### src/rtl/pdh_pkg.sv
// Shared types and widths for the PDH
// sample capture path.
package pdh_pkg;

  localparam int ADC_DW_DEF = 14;
  localparam int HALF_W     = 16;
  localparam int PAIR_W     = 32;
  localparam int WORD_W     = 64;

  typedef enum logic {
    ST_IDLE = 1'b0,
    ST_RUN  = 1'b1
  } state_t;

endpackage

### src/rtl/sample_fifo.sv
// Single-clock first-word-fall-through
// buffer with full/empty flags.
module sample_fifo #(
  parameter int DEPTH = 4,
  parameter int WIDTH = 64
) (
  input  logic             clk,
  input  logic             rst_n,
  input  logic             wr_en,
  input  logic [WIDTH-1:0] wr_data,
  input  logic             rd_en,
  output logic [WIDTH-1:0] rd_data,
  output logic             full,
  output logic             empty
);

  localparam int AW = (DEPTH > 1) ? $clog2(DEPTH) : 1;

  logic [WIDTH-1:0] mem [DEPTH];
  logic [AW:0]      wr_ptr;
  logic [AW:0]      rd_ptr;
  logic             push;
  logic             pop;

  assign empty = (wr_ptr == rd_ptr);
  assign full  = (wr_ptr[AW] != rd_ptr[AW]) &&
                 (wr_ptr[AW-1:0] == rd_ptr[AW-1:0]);

  // a read frees a slot in the same cycle
  assign push = wr_en && (!full || rd_en);
  assign pop  = rd_en && !empty;

  assign rd_data = empty ? '0 : mem[rd_ptr[AW-1:0]];

  // storage array, no reset needed
  always_ff @(posedge clk) begin
    if (push) begin
      mem[wr_ptr[AW-1:0]] <= wr_data;
    end
  end

  // read/write pointers
  always_ff @(posedge clk or negedge rst_n) begin
    if (!rst_n) begin
      wr_ptr <= '0;
      rd_ptr <= '0;
    end else begin
      if (push) wr_ptr <= wr_ptr + 1'b1;
      if (pop)  rd_ptr <= rd_ptr + 1'b1;
    end
  end

endmodule

### src/rtl/sample_packer.sv
// Decimates ADC A/B pairs and packs two
// pairs per 64-bit word into a buffer.
module sample_packer
  import pdh_pkg::*;
#(
  parameter int ADC_DATA_WIDTH = ADC_DW_DEF,
  parameter int DECIM_WIDTH    = 22,
  parameter int FIFO_DEPTH     = 4
) (
  input  logic                      clk,
  input  logic                      rst_n,
  input  logic                      enable_i,
  input  logic [DECIM_WIDTH-1:0]    decimation_code_i,
  input  logic [ADC_DATA_WIDTH-1:0] adc_a_i,
  input  logic [ADC_DATA_WIDTH-1:0] adc_b_i,
  output logic [WORD_W-1:0]         data_o,
  output logic                      valid_o,
  input  logic                      ready_i,
  output logic                      overflow_o,
  output logic [31:0]               word_count_o,
  output logic                      busy_o
);

  state_t state;
  state_t state_nx;

  logic                   en_q;
  logic                   rise;
  logic [DECIM_WIDTH-1:0] code_q;
  logic [DECIM_WIDTH-1:0] dec_cnt;
  logic                   half_q;
  logic [PAIR_W-1:0]      first_q;
  logic [PAIR_W-1:0]      pair;
  logic [HALF_W-1:0]      ext_a;
  logic [HALF_W-1:0]      ext_b;

  logic start;
  logic stop;
  logic sample_en;

  logic              wr_en;
  logic [WORD_W-1:0] wr_data;
  logic              rd_en;
  logic              full;
  logic              empty;

  assign rise  = enable_i && !en_q;
  assign ext_a = HALF_W'($signed(adc_a_i));
  assign ext_b = HALF_W'($signed(adc_b_i));
  assign pair  = {ext_b, ext_a};

  assign wr_en   = sample_en && half_q;
  assign wr_data = {pair, first_q};
  assign valid_o = !empty;
  assign rd_en   = valid_o && ready_i;

  // state register
  always_ff @(posedge clk or negedge rst_n) begin
    if (!rst_n) state <= ST_IDLE;
    else        state <= state_nx;
  end

  // next-state logic
  always_comb begin
    state_nx = state;
    unique case (state)
      ST_IDLE: if (rise)      state_nx = ST_RUN;
      ST_RUN:  if (!enable_i) state_nx = ST_IDLE;
      default:                state_nx = ST_IDLE;
    endcase
  end

  // FSM-derived controls
  always_comb begin
    busy_o    = 1'b0;
    start     = 1'b0;
    stop      = 1'b0;
    sample_en = 1'b0;
    unique case (state)
      ST_IDLE: start = rise;
      ST_RUN: begin
        busy_o    = 1'b1;
        stop      = !enable_i;
        sample_en = enable_i && (dec_cnt == '0);
      end
      default: ;
    endcase
  end

  // enable edge detect; reset high so a held
  // enable cannot start capture after reset
  always_ff @(posedge clk or negedge rst_n) begin
    if (!rst_n) en_q <= 1'b1;
    else        en_q <= enable_i;
  end

  // decimation counter and half-word staging
  always_ff @(posedge clk or negedge rst_n) begin
    if (!rst_n) begin
      code_q  <= '0;
      dec_cnt <= '0;
      half_q  <= 1'b0;
      first_q <= '0;
    end else if (start) begin
      code_q  <= decimation_code_i;
      dec_cnt <= '0;
      half_q  <= 1'b0;
    end else if (stop) begin
      dec_cnt <= '0;
      half_q  <= 1'b0;
    end else if (state == ST_RUN) begin
      if (dec_cnt == code_q) dec_cnt <= '0;
      else                   dec_cnt <= dec_cnt + 1'b1;
      if (sample_en) begin
        half_q <= !half_q;
        if (!half_q) first_q <= pair;
      end
    end
  end

  // sticky drop flag
  always_ff @(posedge clk or negedge rst_n) begin
    if (!rst_n)                         overflow_o <= 1'b0;
    else if (start)                     overflow_o <= 1'b0;
    else if (wr_en && full && !rd_en)   overflow_o <= 1'b1;
  end

  // accepted word counter, wraps naturally
  always_ff @(posedge clk or negedge rst_n) begin
    if (!rst_n)     word_count_o <= '0;
    else if (start) word_count_o <= '0;
    else if (rd_en) word_count_o <= word_count_o + 1'b1;
  end

  sample_fifo #(
    .DEPTH (FIFO_DEPTH),
    .WIDTH (WORD_W)
  ) u_fifo (
    .clk     (clk),
    .rst_n   (rst_n),
    .wr_en   (wr_en),
    .wr_data (wr_data),
    .rd_en   (rd_en),
    .rd_data (data_o),
    .full    (full),
    .empty   (empty)
  );

endmodule

### config.mk
export PLATFORM = sky130hd
export DESIGN_NAME = sample_packer
export DESIGN_NICKNAME = d
export VERILOG_FILES = /design/src/rtl/pdh_pkg.sv /design/src/rtl/sample_fifo.sv /design/src/rtl/sample_packer.sv
export SDC_FILE = /design/constraint.sdc
export NUM_CORES = 1
export LEC_CHECK = 0
export ABC_CLOCK_PERIOD_IN_PS = 3900
export BUFFER_PORTS_ARGS = -buffer_cell sky130_fd_sc_hd__buf_2
export CAP_MARGIN = 20
export CORE_ASPECT_RATIO = 1.75
export CORE_MARGIN = 10
export CORE_UTILIZATION = 53
export CTS_CLUSTER_SIZE = 10
export DETAILED_ROUTE_END_ITERATION = 10
export MAX_ROUTING_LAYER = met4
export PLACE_DENSITY = 0.86
export REMOVE_ABC_BUFFERS = 1
export SLEW_MARGIN = 30
export SYNTH_ARGS = -nofsm -noshare
export SYNTH_HDL_FRONTEND = slang
export SYNTH_HIERARCHICAL = 1
export SYNTH_SLANG_ARGS = --single-unit
### constraint.sdc
create_clock -name clk -period 3.9 [get_ports clk]
set_input_delay 0.78 -clock clk [delete_from_list [all_inputs] [get_ports clk]]
set_output_delay 0.78 -clock clk [all_outputs]
set_load 0.02 [all_outputs]
=== After elaboration in Yosys (flattened, before gate mapping) ===
Memory sizes are Yosys's and may differ from the RTL's.
Cells that the tools add are included.

* Output and inout bits: 99
* Register bits: 116
* Memories: 1
* Bits of input ports: 54
* Bits in writable memories: 256
* Memory bits (read-only): 0
* Bits in latches: 0
* Logic and storage cells: 68

{| class="wikitable"
|+ Memory list
! name !! words !! bits a word !! read ports !! clocked after Yosys merged registers in !! wr ports !! line !! source
|-
| u_fifo.mem || 4 || 64 || 1 || 0 || 1 || sample_fifo.sv:19 || <nowiki>logic [WIDTH-1:0] mem [DEPTH];</nowiki>
|}

* Reductions and logical operators: 23
* Multipliers: 0
* Magnitude comparators: 0
* Divide/modulo/power cells: 0
* Bitwise logic cells: 4
* Multiplexer cells: 22
* $add $sub $neg: 4
* Equal/unequal tests: 4
* Shift-type cells: 0

{| class="wikitable"
|+ Operator list
! operator !! number
|-
| 22-bit 2-to-1 mux || 4
|-
| 32-bit 2-to-1 mux || 2
|-
| 64-bit 2-to-1 mux || 1
|-
| 32-bit by 1-bit adder with 32-bit output (second input constant) || 1
|-
| 22-bit by 1-bit adder with 22-bit output (second input constant) || 1
|-
| 22-bit == test || 1
|-
| 22-bit zero test || 1
|-
| 1-bit 2-to-1 mux || 14
|-
| 1-bit logical AND || 9
|-
| 3-bit by 1-bit adder with 3-bit output (second input constant) || 2
|-
| 1-bit zero test || 6
|-
| 3-bit nonzero test || 2
|-
| 5-bit AND reduction || 1
|-
| 1-bit NOT || 4
|-
| 2-bit nonzero test || 2
|-
| 3-bit == test || 1
|-
| 2-bit == test || 1
|-
| 1-bit case mux with 2 select lines || 1
|-
| 2-bit AND reduction || 1
|-
| 1-bit logical OR || 1
|-
| 1-bit inequality test || 1
|}

=== Longest topological paths before layout ===
Gate-level depths: netlist of run 1.

* Depth after elaboration: 8
* Gate-level depth with buffers: 10
* Gate-level depth less buffers: 9

=== Cells and area by module ===
The synthesis of run 1 kept the hierarchy.

{| class="wikitable"
|+ By module, submodules not included
! module !! cells each !! area each (µm²) !! instances
|-
| sample_fifo || 440 || 10105.9 || 1
|-
| sample_packer || 455 || 5068.6 || 1
|}

=== Least setup slack after synthesis of run 1 ===
OpenSTA, ideal clock, no wires.

* Path kind: register to register
* Start: reg dec_cnt[19]
* End: mem u_fifo.mem[1][0] (enable)
* Required time: 3471 ps
* Setup slack: 129 ps
* Arrival time: 3342 ps
* Setup time: 429 ps
* Path buffers: 0
* Stages on the path, launching flop included: 6
* Period minus slack after synthesis: 3771 ps
* Cell sequence: dfrtp_1 > or4_1 > or4_4 > nor2_1 > and2_1 > and3_1

* Longest elaborated chain between the ends: 7

{| class="wikitable"
|+ RTL lines
! element !! line !! source
|-
| start: declaration || sample_packer.sv:30 || <nowiki>logic [DECIM_WIDTH-1:0] dec_cnt;</nowiki>
|-
| start signal: assignment || sample_packer.sv:113 || <nowiki>else dec_cnt <= dec_cnt + 1'b1;</nowiki>
|-
| 22-bit zero test || sample_packer.sv:84 || <nowiki>sample_en = enable_i && (dec_cnt == '0);</nowiki>
|-
| 1-bit logical AND || sample_packer.sv:84 ||
|-
| 1-bit 2-to-1 mux || sample_packer.sv:79 || <nowiki>unique case (state)</nowiki>
|-
| 1-bit logical AND || sample_packer.sv:52 || <nowiki>assign wr_en = sample_en && half_q;</nowiki>
|-
| named net wr_en || sample_packer.sv:41 || <nowiki>logic wr_en;</nowiki>
|-
| 1-bit logical AND || sample_fifo.sv:30 || <nowiki>assign push = wr_en && (!full || rd_en);</nowiki>
|-
| 1-bit 2-to-1 mux || sample_fifo.sv:37 || <nowiki>if (push) begin</nowiki>
|-
| 1-bit 2-to-1 mux (not written as such) || sample_fifo.sv:38 || <nowiki>mem[wr_ptr[AW-1:0]] <= wr_data;</nowiki>
|-
| end: declaration || sample_fifo.sv:19 ||
|}

The timed path passes the listed nets, and every way through them passes these cells.

=== Worst setup path in the final report of run 1 ===
* Start: reg u_fifo.rd_ptr[1]
* End: out data_o[24]

* Longest elaborated chain between the ends: 2

{| class="wikitable"
|+ RTL lines
! element !! line !! source
|-
| start: declaration || sample_fifo.sv:21 || <nowiki>logic [AW:0] rd_ptr;</nowiki>
|-
| start signal: assignment || sample_fifo.sv:49 || <nowiki>if (pop) rd_ptr <= rd_ptr + 1'b1;</nowiki>
|-
| memory read 4 x 64 bit or 3-bit == test (tied branches) || - ||
|-
| 64-bit 2-to-1 mux (*) || sample_fifo.sv:33 || <nowiki>assign rd_data = empty ? '0 : mem[rd_ptr[AW-1:0]];</nowiki>
|-
| end: declaration || sample_packer.sv:16 || <nowiki>output logic [WORD_W-1:0] data_o,</nowiki>
|}

Every way passes the cells marked *; elsewhere a longest branch is shown, timed or not.

==> results of run 1 <==
==> layout by cell type (no fill, tap or decap), drive strengths merged, types with 2 or more instances in the layout <==
cell type and count:
o311ai 2, clkbuf 70, edfxtp 256, o2bb2ai 3, nand2 31, nor4 4
buf 164, diode 2, and2 4, or3 3, inv 12, or2 5
nand4 26, mux4 64, or4 4, nand3 11, o21a 2, and4 5
nor2 46, mux2 52, o21ai 10, nor2b 66, nand2b 4, nor3 12
a21oi 8, a211o 4, o41ai 2, xor2 33, xnor2 30, o31ai 2
a21o 3, and3 14, ha 8, dfrtp 113
==> worst reg2reg max path: cells and delay by family (launching register included) <==
kind / cells / cell delay, ns
AND/OR/NAND/NOR: 6 / 1.91
XOR/XNOR: 2 / 0.53
flip-flops: 1 / 0.46
==> logic make-up (layout without fill, tap and decap cells) <==
logic type	Yosys count	after routing	synth area share
AO/OA/AOI/OAI	46	46	0.02185
adder cells (fa/ha/maj)	8	8	0.006597
multiplexers	117	117	0.1342
buffers and inverters	54	246	0.01979
flip-flops	370	370	0.6947
XOR/XNOR	63	63	0.03735
AND/OR/NAND/NOR	237	237	0.08550
other	0	2	0
==> layout make-up <==
cell class | instances | area, µm²
antenna | 2 | 5.005
tap | 373 | 466.7
timing repair buffer | 164 | 928.4
clock inverter | 1 | 8.758
clock buffer | 70 | 1177
fill | 2000 | 10550
multi-input combinational | 471 | 4349
sequential | 370 | 10550
inverter | 11 | 41.29
==> Yosys cell counts (2+ instances only) <==
| cell type | n | area, µm² |
|---|---|---|
| sky130_fd_sc_hd__a211o_1 | 4 | 35.03 |
| sky130_fd_sc_hd__nor3_1 | 11 | 55.05 |
| sky130_fd_sc_hd__a21o_1 | 3 | 22.52 |
| sky130_fd_sc_hd__o31ai_1 | 2 | 15.01 |
| sky130_fd_sc_hd__or4_1 | 3 | 22.52 |
| sky130_fd_sc_hd__and2_1 | 4 | 25.02 |
| sky130_fd_sc_hd__edfxtp_1 | 256 | 7687 |
| sky130_fd_sc_hd__o21a_1 | 2 | 15.01 |
| sky130_fd_sc_hd__clkbuf_1 | 21 | 78.83 |
| sky130_fd_sc_hd__and3_1 | 14 | 87.58 |
| sky130_fd_sc_hd__xor2_1 | 31 | 271.5 |
| sky130_fd_sc_hd__nor2_1 | 46 | 172.7 |
| sky130_fd_sc_hd__o21ai_0 | 10 | 50.05 |
| sky130_fd_sc_hd__mux4_2 | 64 | 1441 |
| sky130_fd_sc_hd__nor4_1 | 4 | 25.02 |
| sky130_fd_sc_hd__nand2b_1 | 4 | 25.02 |
| sky130_fd_sc_hd__or2_2 | 5 | 31.28 |
| sky130_fd_sc_hd__or3_1 | 3 | 18.77 |
| sky130_fd_sc_hd__ha_1 | 8 | 100.1 |
| sky130_fd_sc_hd__dfrtp_1 | 113 | 2828 |
| sky130_fd_sc_hd__o2bb2ai_1 | 3 | 26.28 |
| sky130_fd_sc_hd__xor2_2 | 2 | 32.53 |
| sky130_fd_sc_hd__buf_4 | 6 | 45.04 |
| sky130_fd_sc_hd__buf_2 | 6 | 30.03 |
| sky130_fd_sc_hd__a21oi_1 | 8 | 40.04 |
| sky130_fd_sc_hd__nand3_1 | 11 | 55.05 |
| sky130_fd_sc_hd__nor2b_1 | 66 | 412.9 |
| sky130_fd_sc_hd__buf_6 | 9 | 101.4 |
| sky130_fd_sc_hd__and4_1 | 5 | 43.79 |
| sky130_fd_sc_hd__mux2_2 | 51 | 574.3 |
| sky130_fd_sc_hd__xnor2_1 | 30 | 262.8 |
| sky130_fd_sc_hd__inv_1 | 11 | 41.29 |
| sky130_fd_sc_hd__o311ai_0 | 2 | 17.52 |
| sky130_fd_sc_hd__nand2_1 | 31 | 116.4 |
| sky130_fd_sc_hd__nand4_1 | 26 | 162.7 |
==> metal layers <==
metal | GRT usage | wire (µm) | vias up
li1 | - | - | 3711
met3 | 0.03471 | 1550 | 66
met1 | 0.1846 | 11110 | 4090
met5 | - | 0 | -
met2 | 0.2942 | 16010 | 236
met4 | 0.06846 | 937 | 0
==> state kept, by name, summed over array words and instances, names as in the netlist <==
signal / count
u_fifo/wr_ptr: 3
code_q: 22
dec_cnt: 22
en_q: 1
u_fifo/mem: 256
first_q: 28
word_count_o: 32
state: 1
overflow_o: 1
half_q: 1
u_fifo/rd_ptr: 3
==> worst min path at each step <==
stage | to | slack (ns) | cells past startpoint | start
3_3_place_gp | u_fifo/mem[0][6]$_DFFE_PP_ | 0.48 | 0 | first_q[6]$_DFFE_PN0P_
4_1_cts | code_q[19]$_DFFE_PN0P_ | 0.19 | 1 | rst_n
5_1_grt | code_q[19]$_DFFE_PN0P_ | 0.20 | 1 | rst_n
2_1_floorplan | u_fifo/mem[0][0]$_DFFE_PP_ | 0.47 | 0 | first_q[0]$_DFFE_PN0P_
3_5_place_dp | u_fifo/mem[0][17]$_DFFE_PP_ | 0.50 | 0 | first_q[17]$_DFFE_PN0P_
6_report | first_q[5]$_DFFE_PN0P_ | 0.19 | 1 | rst_n
==> power by group through the flow <==
stage,clock network (µW),logic (µW),registers (µW)
finish,3430,3340,4860
global route,3680,3630,4900
CTS,3520,3430,4860
detailed placement,0,3420,4930
global placement,0,3380,4900
floorplan,0,2210,5110
==> stage by stage <==
step | setup TNS (ns) | instances
finish | 0 | 1462
global route | 0 | 1462
CTS | 0 | 1460
detailed placement | 0 | 1389
global placement | 0 | 1389
floorplan | -1849.18 | 852
==> impl_summary.txt, run 1 <==
----------------------------------------------------
[Outcome]
  Result of the run ... completed

[Floorplanning]
  Die footprint ... 0.03607 mm²
  Boundary pin count ... 153
  Number of rows created at floorplan ... 81
  DIE WIDTH ... 147.9 µm
  Die span in y ... about 240 µm
  Placeable core area ... 0.02807 mm²
  Starting density of the core ... 0.5405

[Placement]
  Detailed-placement wirelength estimate ... ~19000 µm
  Post-Place Cell Area ... 0.01633 mm²
  Setup slack after placement ... 0.8349 ns
  Count of buffers from port buffering ... 152
  Global placement routability congestion ... 0.8398

[Worst setup path]
  Arrival time at the worst endpoint ... ~2.5 ns
  Reg-to-reg critical path startpoint ... u_fifo/wr_ptr[0]$_DFFE_PN0P_
  Critical path endpoint ... data_o[24]
  Startpoint type of the worst setup path ... register
  Critical Path End Type ... output pin
  Reg-to-reg slack, setup ... 0.86 ns
  Buffer and inverter count on the worst path ... 2
  Worst-path cell with the longest stage delay ... sky130_fd_sc_hd__buf_4
  Endpoint of the worst-slack reg-to-reg timing path ... word_count_o[31]$_DFFE_PN0P_
  Data required time at the worst endpoint ... 3.12 ns
  Sequence of cells on the critical path ... buf_4, mux4_2, nor2b_1, buf_2
  CP delay by family, top ... buffers and inverters
  Largest driver fanout on the critical path ... 66
  Worst setup path startpoint ... u_fifo/rd_ptr[1]$_DFFE_PN0P_
  Logic depth of the worst setup path including buffers ... 4
  R2R depth ... 8
  Critical path start-end classification ... reg2out
  Slowest Stage Delay on Critical Path ... approximately 0.7 ns

[Power and ir drop]
  Portion of total power attributed to sequential cells ... 0.418
  Total power consumption of the routed design ... around 12000 µW
  Net Sw Power ... roughly 3600 µW
  Portion of total power attributed to the clock network ... 0.295
  Power share of the combinational group ... 0.287
  Static leakage ... 0.006558 µW
  Power density relative to cell area ... roughly 660 mW/mm²
  Switching Fraction ... 0.3065
  Peak supply drop ... ~0.40 mV
  Internal power ... 8062 µW

[Synthesis]
  Count of warnings emitted by yosys ... 6
  Sequential-to-total area share from yosys stat ... 0.6947
  Synthesized netlist cell count ... 895
  Post-Synthesis Cell Area ... 0.01517 mm²
  Flip-flop cell with the highest count after synthesis ... sky130_fd_sc_hd__edfxtp_1
  Count of different cell masters after synthesis ... 55
  Post-synthesis sequential element count ... 370
  Average size of a mapped cell ... ~17 µm²
  Post-synthesis async set-or-reset flop share ... 0.3081
  Number of synthesized flops with an enable pin ... roughly 260

[Timing]
  Setup slack of the critical path after layout ... 0.6252 ns
  Final critical-path required period ... 3.275 ns
  Skew final ... between 0.015 and 0.02 ns
  Final hold violation count ... 0
  Setup repair after global routing missed its margin ... no
  Highest achievable clock rate ... ~310 MHz
  Relative slew margins ... 0.3684
  Part of the cycle the worst path needs ... 0.8397
  Slew Limit Fails ... 0
  Worst-margin pin slew ... 0.9473 ns
  Worst slack on hold paths ... 0.1927 ns
  Number of failing setup endpoints in the final timing report ... 0

[Global route]
  GRT overflow ... 0
  Number of global-route vias before repair ... just under 9000
  Pin count of the biggest net entering global routing ... 67
  Combined global-route utilization of all metal layers ... 0.1690
  Wire length of the first global-routing pass ... 47420 µm
  Antenna violations before repair ... 2

[CTS]
  Number of buffers between clock root and the deepest sink ... 3
  Buffers inserted during post-CTS setup optimization ... 0
  Resize count post-CTS ... 0
  Clock buffers created by TritonCTS ... 42
  Number of hold buffers added after CTS ... 0
  H-Tree Level Count ... 2
  TritonCTS clock tree ... done
  Clk Tree Root Cell ... sky130_fd_sc_hd__clkbuf_16
  Clock insertion delay at the later pin of the skew report ... ~0.52 ns
  Register clock-pin slew on the reported worst setup and hold paths ... roughly 0.060 ns
  Clock Sinks ... 370

[Finish]
  Number of nets in the finished design ... 1122
  Final instance area ... 0.01752 mm²
  Syn-to-layout area delta ... 15.48%
  Fraction of layout instances using a drive strength above 1 ... 0.3155
  Final core area utilization ... 0.6242

[Run]
  Number of violations of the max-capacitance limit ... 0

[Route]
  Number of nets still failing antenna checks after routing ... 0
  Routed length per instance ... about 20 µm
  Routed WL ... 29610 µm
  Via count normalized by instance count ... 5.542
  Via count of the routed design ... 8103
  Number of design-rule violations left by the first detailed-router iteration ... 495
  Number of iterations in the first detailed-routing pass ... 5
  Drt drc ... 0

[Worst hold path]
  Hold Crit Class ... in2async

----------------------------------------------------
Note: power is estimated with default switching activity, not from simulation.
==> run 2: changes to the inputs <==
ABC_CLOCK_PERIOD_IN_PS = 2800   (was 3900)
clock period = 2.8 ns   (was 3.9 ns; I/O delays follow)
==> run 2 against run 1 <==
Final area is 3.9% higher. Cell count is 2.6% higher. Clock power is 43% higher. Sequential share of layout area is 2.3 points lower. Register-to-register slack worse by 0.71 ns. Count of clock-buffer cells in the layout stayed put. Sequential cell count stayed put. Critical path type unchanged. Worst setup slack worse by 0.58 ns. Combinational power is 65% higher.
==> impl_summary.txt, run 2 (synthesis gave the netlist of run 1 again) <==
----------------------------------------------------
[Finish]
  Most frequent standard cell in the layout excluding fill and tap cells ... sky130_fd_sc_hd__edfxtp_1
  Most frequent cells in the layout ... sky130_fd_sc_hd__edfxtp_1, sky130_fd_sc_hd__buf_2, sky130_fd_sc_hd__dfrtp_1
  Number of standard cells in the layout, taps in and fillers out ... 1500 (+2.6%)
  Syn-to-layout area delta ... 20.02%
  Final core area utilization ... 0.6488 (+0.02456)
  Final instance area ... 0.01821 mm² (+3.9%)
  Number of nets in the finished design ... 1157 (+3.1%)
  Flip-flop count of the largest register, all copies and words added ... 256 (unchanged)
  Fraction of layout instances using a drive strength above 1 ... 0.3419 (+0.02639)

[Route]
  Routed length per instance ... 22.74 µm (+12%)
  Number of design-rule violations left by the first detailed-router iteration ... 442 (-11%)
  Via count of the routed design ... 8478 (+4.6%)
  Routed WL ... 34110 µm (+15%)
  Number of iterations in the first detailed-routing pass ... 5 (unchanged)
  Via count normalized by instance count ... 5.652 (+2.0%)
  Drt drc ... 0 (unchanged)
  Number of nets still failing antenna checks after routing ... 0 (unchanged)

[Worst setup path]
  Arrival time at the worst endpoint ... 2.20 ns (-0.29 ns)
  CP delay by family, top ... multiplexers
  Reg-to-reg slack, setup ... 0.15 ns (-0.71 ns)
  Data required time at the worst endpoint ... 2.24 ns (-0.88 ns)
  Critical Path End Type ... output pin
  Critical path start-end classification ... reg2out
  Sequence of cells on the critical path ... buf_6, buf_16, mux4_2, nor2b_1, buf_2
  Largest driver fanout on the critical path ... 7 (-89%)
  Slowest Stage Delay on Critical Path ... 0.55 ns (-0.15 ns)
  Startpoint type of the worst setup path ... register
  R2R depth ... 9 (+1)
  Buffer and inverter count on the worst path ... 3 (+1)
  Worst-path cell with the longest stage delay ... sky130_fd_sc_hd__mux4_2
  Endpoint of the worst-slack reg-to-reg timing path ... u_fifo/mem[3][32]$_DFFE_PP_
  Reg-to-reg critical path startpoint ... dec_cnt[19]$_DFFE_PN0P_

[Timing]
  Relative slew margins ... 0.5109 (+0.1425)
  Final hold violation count ... 0 (unchanged)
  Setup repair after global routing missed its margin ... yes
  Final-layout setup total negative slack ... 0 ns (unchanged)
  Final critical-path required period ... around 2.8 ns
  Number of failing setup endpoints in the final timing report ... 0 (unchanged)
  Slew Limit Fails ... 0 (unchanged)
  Worst-margin pin slew ... 0.7319 ns (-0.2154 ns)
  Highest achievable clock rate ... 362.5 MHz
  Part of the cycle the worst path needs ... 0.9854
  Skew final ... 0.01883 ns (+0.00009100 ns)

[Global route]
  Wire length of the first global-routing pass ... 50880 µm (+7.3%)
  Met3 layer usage reported by global route ... 0.03434 (-0.0003712)
  Antenna violations before repair ... 4 (+2)
  Met2 demand-to-capacity share in global routing ... 0.3268 (+0.03260)
  GRT overflow ... 0 (unchanged)
  Pin count of the biggest net entering global routing ... 67 (unchanged)
  Grt peak-use layer ... met2
  Combined global-route utilization of all metal layers ... 0.1838 (+0.01489)
  Number of global-route vias before repair ... 8778 (+1.1%)
  Met1 Track Usage GR ... 0.2018 (+0.01725)

[Placement]
  Count of buffers from port buffering ... 152 (unchanged)
  Global placement routability congestion ... 0.8533 (+1.6%)
  Detailed-placement wirelength estimate ... 19560 µm (+4.6%)
  Post-Place Cell Area ... 0.01657 mm² (+1.5%)
  Instance count after placement with tap cells included ... 1404 (+1.1%)

[CTS]
  TritonCTS clock tree ... done
  H-Tree Level Count ... 2 (unchanged)
  Clk Tree Root Cell ... sky130_fd_sc_hd__clkbuf_16
  Register clock-pin slew on the reported worst setup and hold paths ... 0.06 ns (about the same)
  Clock buffers created by TritonCTS ... 42 (unchanged)
  Clock insertion delay at the later pin of the skew report ... 0.54 ns (+0.02 ns)
  Number of buffers between clock root and the deepest sink ... 3 (unchanged)
  Clock Sinks ... 370 (unchanged)

[Power and ir drop]
  Peak supply drop ... 0.5543 mV (+38%)
  Total power consumption of the routed design ... 17230 µW (+48%)
  Static leakage ... 0.006868 µW (+4.7%)
  Power density relative to cell area ... 946.1 mW/mm² (+43%)

[Floorplanning]
  Placeable core area ... 0.02807 mm² (unchanged)
  Boundary pin count ... 153 (unchanged)
  Die span in y ... 243.8 µm (unchanged)
  Number of rows created at floorplan ... 81 (unchanged)
  Starting density of the core ... 0.5405 (unchanged)
  Die footprint ... 0.03607 mm² (unchanged)
  DIE WIDTH ... 147.9 µm (unchanged)

[Worst hold path]
  Hold Crit Class ... in2async

[Run]
  Number of violations of the max-capacitance limit ... 0 (unchanged)

[Outcome]
  Result of the run ... completed

----------------------------------------------------
==> run 2: cell count changes in the layout (fill, tap and decap cells not counted), moves of 2 or more <==
cell,before,now
sky130_fd_sc_hd__xor2_4,0,2
sky130_fd_sc_hd__buf_16,0,4
sky130_fd_sc_hd__clkinv_8,0,2
sky130_fd_sc_hd__dfrtp_1,111,109
sky130_fd_sc_hd__dfrtp_2,1,3
sky130_fd_sc_hd__buf_6,0,5
sky130_fd_sc_hd__buf_4,7,17
sky130_fd_sc_hd__diode_2,2,4
sky130_fd_sc_hd__clkbuf_16,43,50
sky130_fd_sc_hd__buf_12,6,16
==> run 2: final cells by class <==
type                            instances  area [µm²]
Inverter                               11       41.29
Tap cell                              373       466.7
Clock inverter                          2       32.53
Antenna cell                            4       10.01
Sequential cell                       370       10550
Timing Repair Buffer                  199        1540
Fill cell                            1924        9861
Clock buffer                           70        1177
Multi-Input combinational cell        471        4395
==> run 2: repair_timing <==
action                                  CTS  global route
resized for setup                         4            14
buffers inserted                          0             9
hold buffers                              0             0
hold endpoints to repair                  0             0
pin swaps                                 1             2
cloned                                    2             9
endpoints found under the setup margin   29           181
==> run 2: metrics by stage <==
stage,setup slack [ns],hold slack [ns]
5_1_grt,-0.01865,0.08427
4_1_cts,-0.06014,0.05302
3_5_place_dp,0.08914,0.5007
2_1_floorplan,-6.685,0.2644
3_3_place_gp,0.1392,0.4822
6_report,0.04101,0.04581
==> run 2: worst max-delay path by stage <==
stage,slack [ns],startpoint,to,cells after the start
detailed placement,0.09,dec_cnt[19]$_DFFE_PN0P_,u_fifo/mem[3][62]$_DFFE_PP_,8
floorplan,-6.69,u_fifo/rd_ptr[0]$_DFFE_PN0P_,u_fifo/mem[0][0]$_DFFE_PP_,5
CTS,-0.06,u_fifo/rd_ptr[0]$_DFFE_PN0P_,data_o[36],4
global placement,0.14,dec_cnt[19]$_DFFE_PN0P_,u_fifo/mem[3][35]$_DFFE_PP_,8
global route,-0.02,u_fifo/rd_ptr[0]$_DFFE_PN0P_,data_o[23],5
finish,0.04,u_fifo/rd_ptr[0]$_DFFE_PN0P_,data_o[24],5
==> run 2: layer usage <==
layer  vias to the layer above  routed length, µm
li1                       3801                  -
met1                      4345              12260
met2                       268              19220
met3                        64               1794
met4                         0                829
met5                         -                  0
==> run 2: where the power goes <==
group / total [µW] / switching [µW] / internal, µW / leakage, µW
clock network: 4910 / 2050 / 2850 / 0.000576
logic: 5510 / 2990 / 2530 / 0.00253
registers: 6810 / 405 / 6410 / 0.00376
total: 17200 / 5440 / 11800 / 0.00687
==> run 3: changes to the inputs <==
SYNTH_HIERARCHICAL = unset   (was 1)
==> run 3 against run 2 <==
Final area is 7.9% lower. Sequential power is 8.8% lower. Combinational power hardly changed. Worst setup slack better by 0.025 ns. Largest cell class unchanged. Worst hold slack worse by 0.038 ns. Critical path depth stayed put. Highest routed layer unchanged. Die area is 6.9% lower. Synthesized cell count is 2.1% higher. Clock power is 7.5% lower.
==> impl_summary.txt, run 3 <==
----------------------------------------------------
[Synthesis]
  Post-synthesis sequential element count ... 338 (-8.6%)
  Count of warnings emitted by yosys ... 0 (-6)
  Top-area cell type share of the netlist area ... 0.4806 (-0.02600)
  Number of synthesized flops with an enable pin ... 224 (-13%)
  Average size of a mapped cell ... 15.31 µm² (-9.7%)
  Most common library cells after synthesis ... sky130_fd_sc_hd__edfxtp_1, sky130_fd_sc_hd__dfrtp_1, sky130_fd_sc_hd__nand2_1
  Most frequent cell after synthesis ... sky130_fd_sc_hd__edfxtp_1
  Cell taking the most area after synthesis ... sky130_fd_sc_hd__edfxtp_1
  Dominant cells by area after synthesis ... sky130_fd_sc_hd__edfxtp_1, sky130_fd_sc_hd__dfrtp_1, sky130_fd_sc_hd__mux4_2
  Synthesized netlist cell count ... 914 (+2.1%)
  Count of different cell masters after synthesis ... 56 (+1.8%)
  Sequential-to-total area share from yosys stat ... 0.6845 (-0.01016)
  Post-synthesis async set-or-reset flop share ... 0.3373 (+0.02917)
  Flip-flop cell with the highest count after synthesis ... sky130_fd_sc_hd__edfxtp_1
  Post-Synthesis Cell Area ... 0.01400 mm² (-7.8%)

[Timing]
  Setup repair after global routing missed its margin ... no
  Skew final ... 0.009425 ns (-0.009400 ns)
  Number of failing setup endpoints in the final timing report ... 0 (unchanged)
  Relative slew margins ... 0.6098 (+0.09887)
  Highest achievable clock rate ... 365.8 MHz (+0.93%)
  Final critical-path required period ... 2.734 ns (-0.02534 ns)
  Final hold violation count ... 0 (unchanged)
  Part of the cycle the worst path needs ... 0.9763 (-0.009050)
  Worst-margin pin slew ... 0.5842 ns (-0.1477 ns)
  Setup slack of the critical path after layout ... 0.06635 ns (+0.02534 ns)
  Slew Limit Fails ... 0 (unchanged)

[Placement]
  Detailed-placement wirelength estimate ... 19460 µm (-0.47%)
  Instance count after placement with tap cells included ... 1366 (-2.7%)
  Post-Place Cell Area ... 0.01533 mm² (-7.5%)
  Global placement routability congestion ... 0.9347 (+9.5%)
  Setup slack after placement ... 0.1837 ns (+0.09455 ns)
  Count of buffers from port buffering ... 152 (unchanged)

[CTS]
  Number of hold buffers added after CTS ... 0 (unchanged)
  Clock buffers created by TritonCTS ... 39 (-7.1%)
  Clk Tree Root Cell ... sky130_fd_sc_hd__clkbuf_16
  H-Tree Level Count ... 2 (unchanged)
  Clock Sinks ... 338 (-8.6%)
  TritonCTS clock tree ... done
  Number of buffers between clock root and the deepest sink ... 3 (unchanged)
  Register clock-pin slew on the reported worst setup and hold paths ... 0.05 ns (about the same)
  Clock insertion delay at the later pin of the skew report ... 0.52 ns (-0.02 ns)

[Floorplanning]
  Starting density of the core ... 0.5391 (-0.001399)
  Die footprint ... 0.03356 mm² (-6.9%)
  DIE WIDTH ... 142.8 µm (-3.4%)
  Boundary pin count ... 153 (unchanged)
  Number of rows created at floorplan ... 78 (-3.7%)
  Placeable core area ... 0.02596 mm² (-7.5%)
  Die span in y ... 235.0 µm (-3.6%)

[Outcome]
  Result of the run ... completed

[Route]
  Number of iterations in the first detailed-routing pass ... 5 (unchanged)
  Via count of the routed design ... 8332 (-1.7%)
  Routed length per instance ... 22.41 µm (-1.4%)
  Number of design-rule violations left by the first detailed-router iteration ... 448 (+1.4%)
  Drt drc ... 0 (unchanged)
  Via count normalized by instance count ... 5.738 (+1.5%)
  Number of nets still failing antenna checks after routing ... 0 (unchanged)
  Routed WL ... 32550 µm (-4.6%)

[Finish]
  Fraction of layout instances using a drive strength above 1 ... 0.3094 (-0.03254)
  Most frequent cells in the layout ... sky130_fd_sc_hd__edfxtp_1, sky130_fd_sc_hd__buf_2, sky130_fd_sc_hd__dfrtp_1
  Flip-flop count of the largest register, all copies and words added ... 224 (-13%)
  Final instance area ... 0.01678 mm² (-7.9%)
  Syn-to-layout area delta ... 19.90%
  Most frequent standard cell in the layout excluding fill and tap cells ... sky130_fd_sc_hd__edfxtp_1
  Final core area utilization ... 0.6464 (-0.002326)
  Number of nets in the finished design ... 1163 (+0.52%)
  Number of standard cells in the layout, taps in and fillers out ... 1452 (-3.2%)

[Worst setup path]
  Startpoint type of the worst setup path ... register
  Largest driver fanout on the critical path ... 14 (+7)
  Critical Path End Type ... output pin
  Critical path start-end classification ... reg2out
  Worst-path cell with the longest stage delay ... sky130_fd_sc_hd__dfrtp_4
  Sequence of cells on the critical path ... buf_6, xor2_4, or3_4, and2_1, buf_2
  Data required time at the worst endpoint ... 2.24 ns (about the same)
  Slowest Stage Delay on Critical Path ... 0.49 ns (-0.06 ns)
  CP delay by family, top ... simple AND/OR/NAND/NOR gates
  Buffer and inverter count on the worst path ... 2 (-1)
  Arrival time at the worst endpoint ... 2.17 ns (-0.03 ns)

[Global route]
  Antenna violations before repair ... 3 (-1)
  Number of global-route vias before repair ... 8929 (+1.7%)
  Pin count of the biggest net entering global routing ... 59 (-12%)
  Combined global-route utilization of all metal layers ... 0.1971 (+0.01329)
  GRT overflow ... 0 (unchanged)
  Wire length of the first global-routing pass ... 50090 µm (-1.5%)

[Power and ir drop]
  Power density relative to cell area ... 967.3 mW/mm² (+2.2%)
  Static leakage ... 0.006436 µW (-6.3%)
  Peak supply drop ... 0.5400 mV (-2.6%)

[Run]
  Number of violations of the max-capacitance limit ... 0 (unchanged)

[Worst hold path]
  Hold Crit Class ... in2async

----------------------------------------------------
run 3: changes by cell type after synthesis, sizes merged, moves of 11 or more:
cell	change
nor2b	-65
edfxtp	-32
nand3	+19
nand2	+77
clkbuf	+11
mux2	-24
xor2	-14
and2	+58
run 3: worst paths after layout:
check | start | endpoint | slack (ns) | cells past startpoint
min reg2reg | code_q[3]$_DFFE_PN0P_ | code_q[3]$_DFFE_PN0P_ | 0.49 | 2
max in group asynchronous | rst_n | en_q$_DFF_PN1_ | 2.13 | 2
min | rst_n | code_q[11]$_DFFE_PN0P_ | 0.008 | 1
max | u_fifo.rd_ptr[0]$_DFFE_PN0P_ | data_o[3] | 0.07 | 5
max reg2reg | dec_cnt[17]$_DFFE_PN0P_ | u_fifo.mem[1][16]$_DFFE_PP_ | 0.16 | 6
min in group clk | enable_i | en_q$_DFF_PN1_ | 0.19 | 1
run 3: timing repair:
item,CTS,global route
endpoints found under the setup margin,65,49
pin swaps,2,5
buffers inserted,1,2
gates cloned,6,5
gates resized for setup,13,9
run 3: layout make-up:
type	count	area, µm²
antenna	4	10.01
clock buffer	68	1127
fill	1824	9179
inverter	15	56.30
multi-input combinational	516	4257
sequential	338	9585
tap	320	400.4
timing repair buffer	191	1345
run 3: through the flow:
step,TNS (ns),total power [µW],hold slack [ns]
final,0,16230,0.007642
after global routing,0,16990,0.02655
after CTS,-0.3812,16090,0.003400
after detailed placement,0,11030,0.4854
after global placement,0,10910,0.4807
after floorplan,-544.35,9394,0.2644
run 3: routing by layer:
| metal | routed length, µm | part of all wire | GRT usage |
|---|---|---|---|
| met1 | 11270 | 0.35 | 0.2084 |
| met2 | 18080 | 0.56 | 0.3505 |
| met3 | 1925 | 0.059 | 0.03531 |
| met4 | 1274 | 0.039 | 0.08391 |
| met5 | 0 | 0 | - |
run 3: report_power, final:
group | internal, µW | switching, µW | total [µW] | leakage, µW
Combinational | 2410 | 3080 | 5490 | 0.00241
Sequential | 5850 | 359 | 6210 | 0.00349
Clock | 2710 | 1830 | 4540 | 0.000537
run 3: worst reg2reg max path, stage by stage (launching register included):
cell and delay (ns):
sky130_fd_sc_hd__dfrtp_1 0.38, sky130_fd_sc_hd__or4_1 0.52, sky130_fd_sc_hd__nor4_1 0.29, sky130_fd_sc_hd__or3b_1 0.45, sky130_fd_sc_hd__nor2_4 0.16, sky130_fd_sc_hd__and2_2 0.22
sky130_fd_sc_hd__buf_4 0.28
run 3: kinds of logic after synthesis:
family                   synth area share
multiplexers                       0.1141
XOR/XNOR                          0.03504
adder cells (fa/ha/maj)          0.007152
AO/OA/AOI/OAI                     0.02700
flip-flops                         0.6845
buffers and inverters             0.02074
AND/OR/NAND/NOR                    0.1115
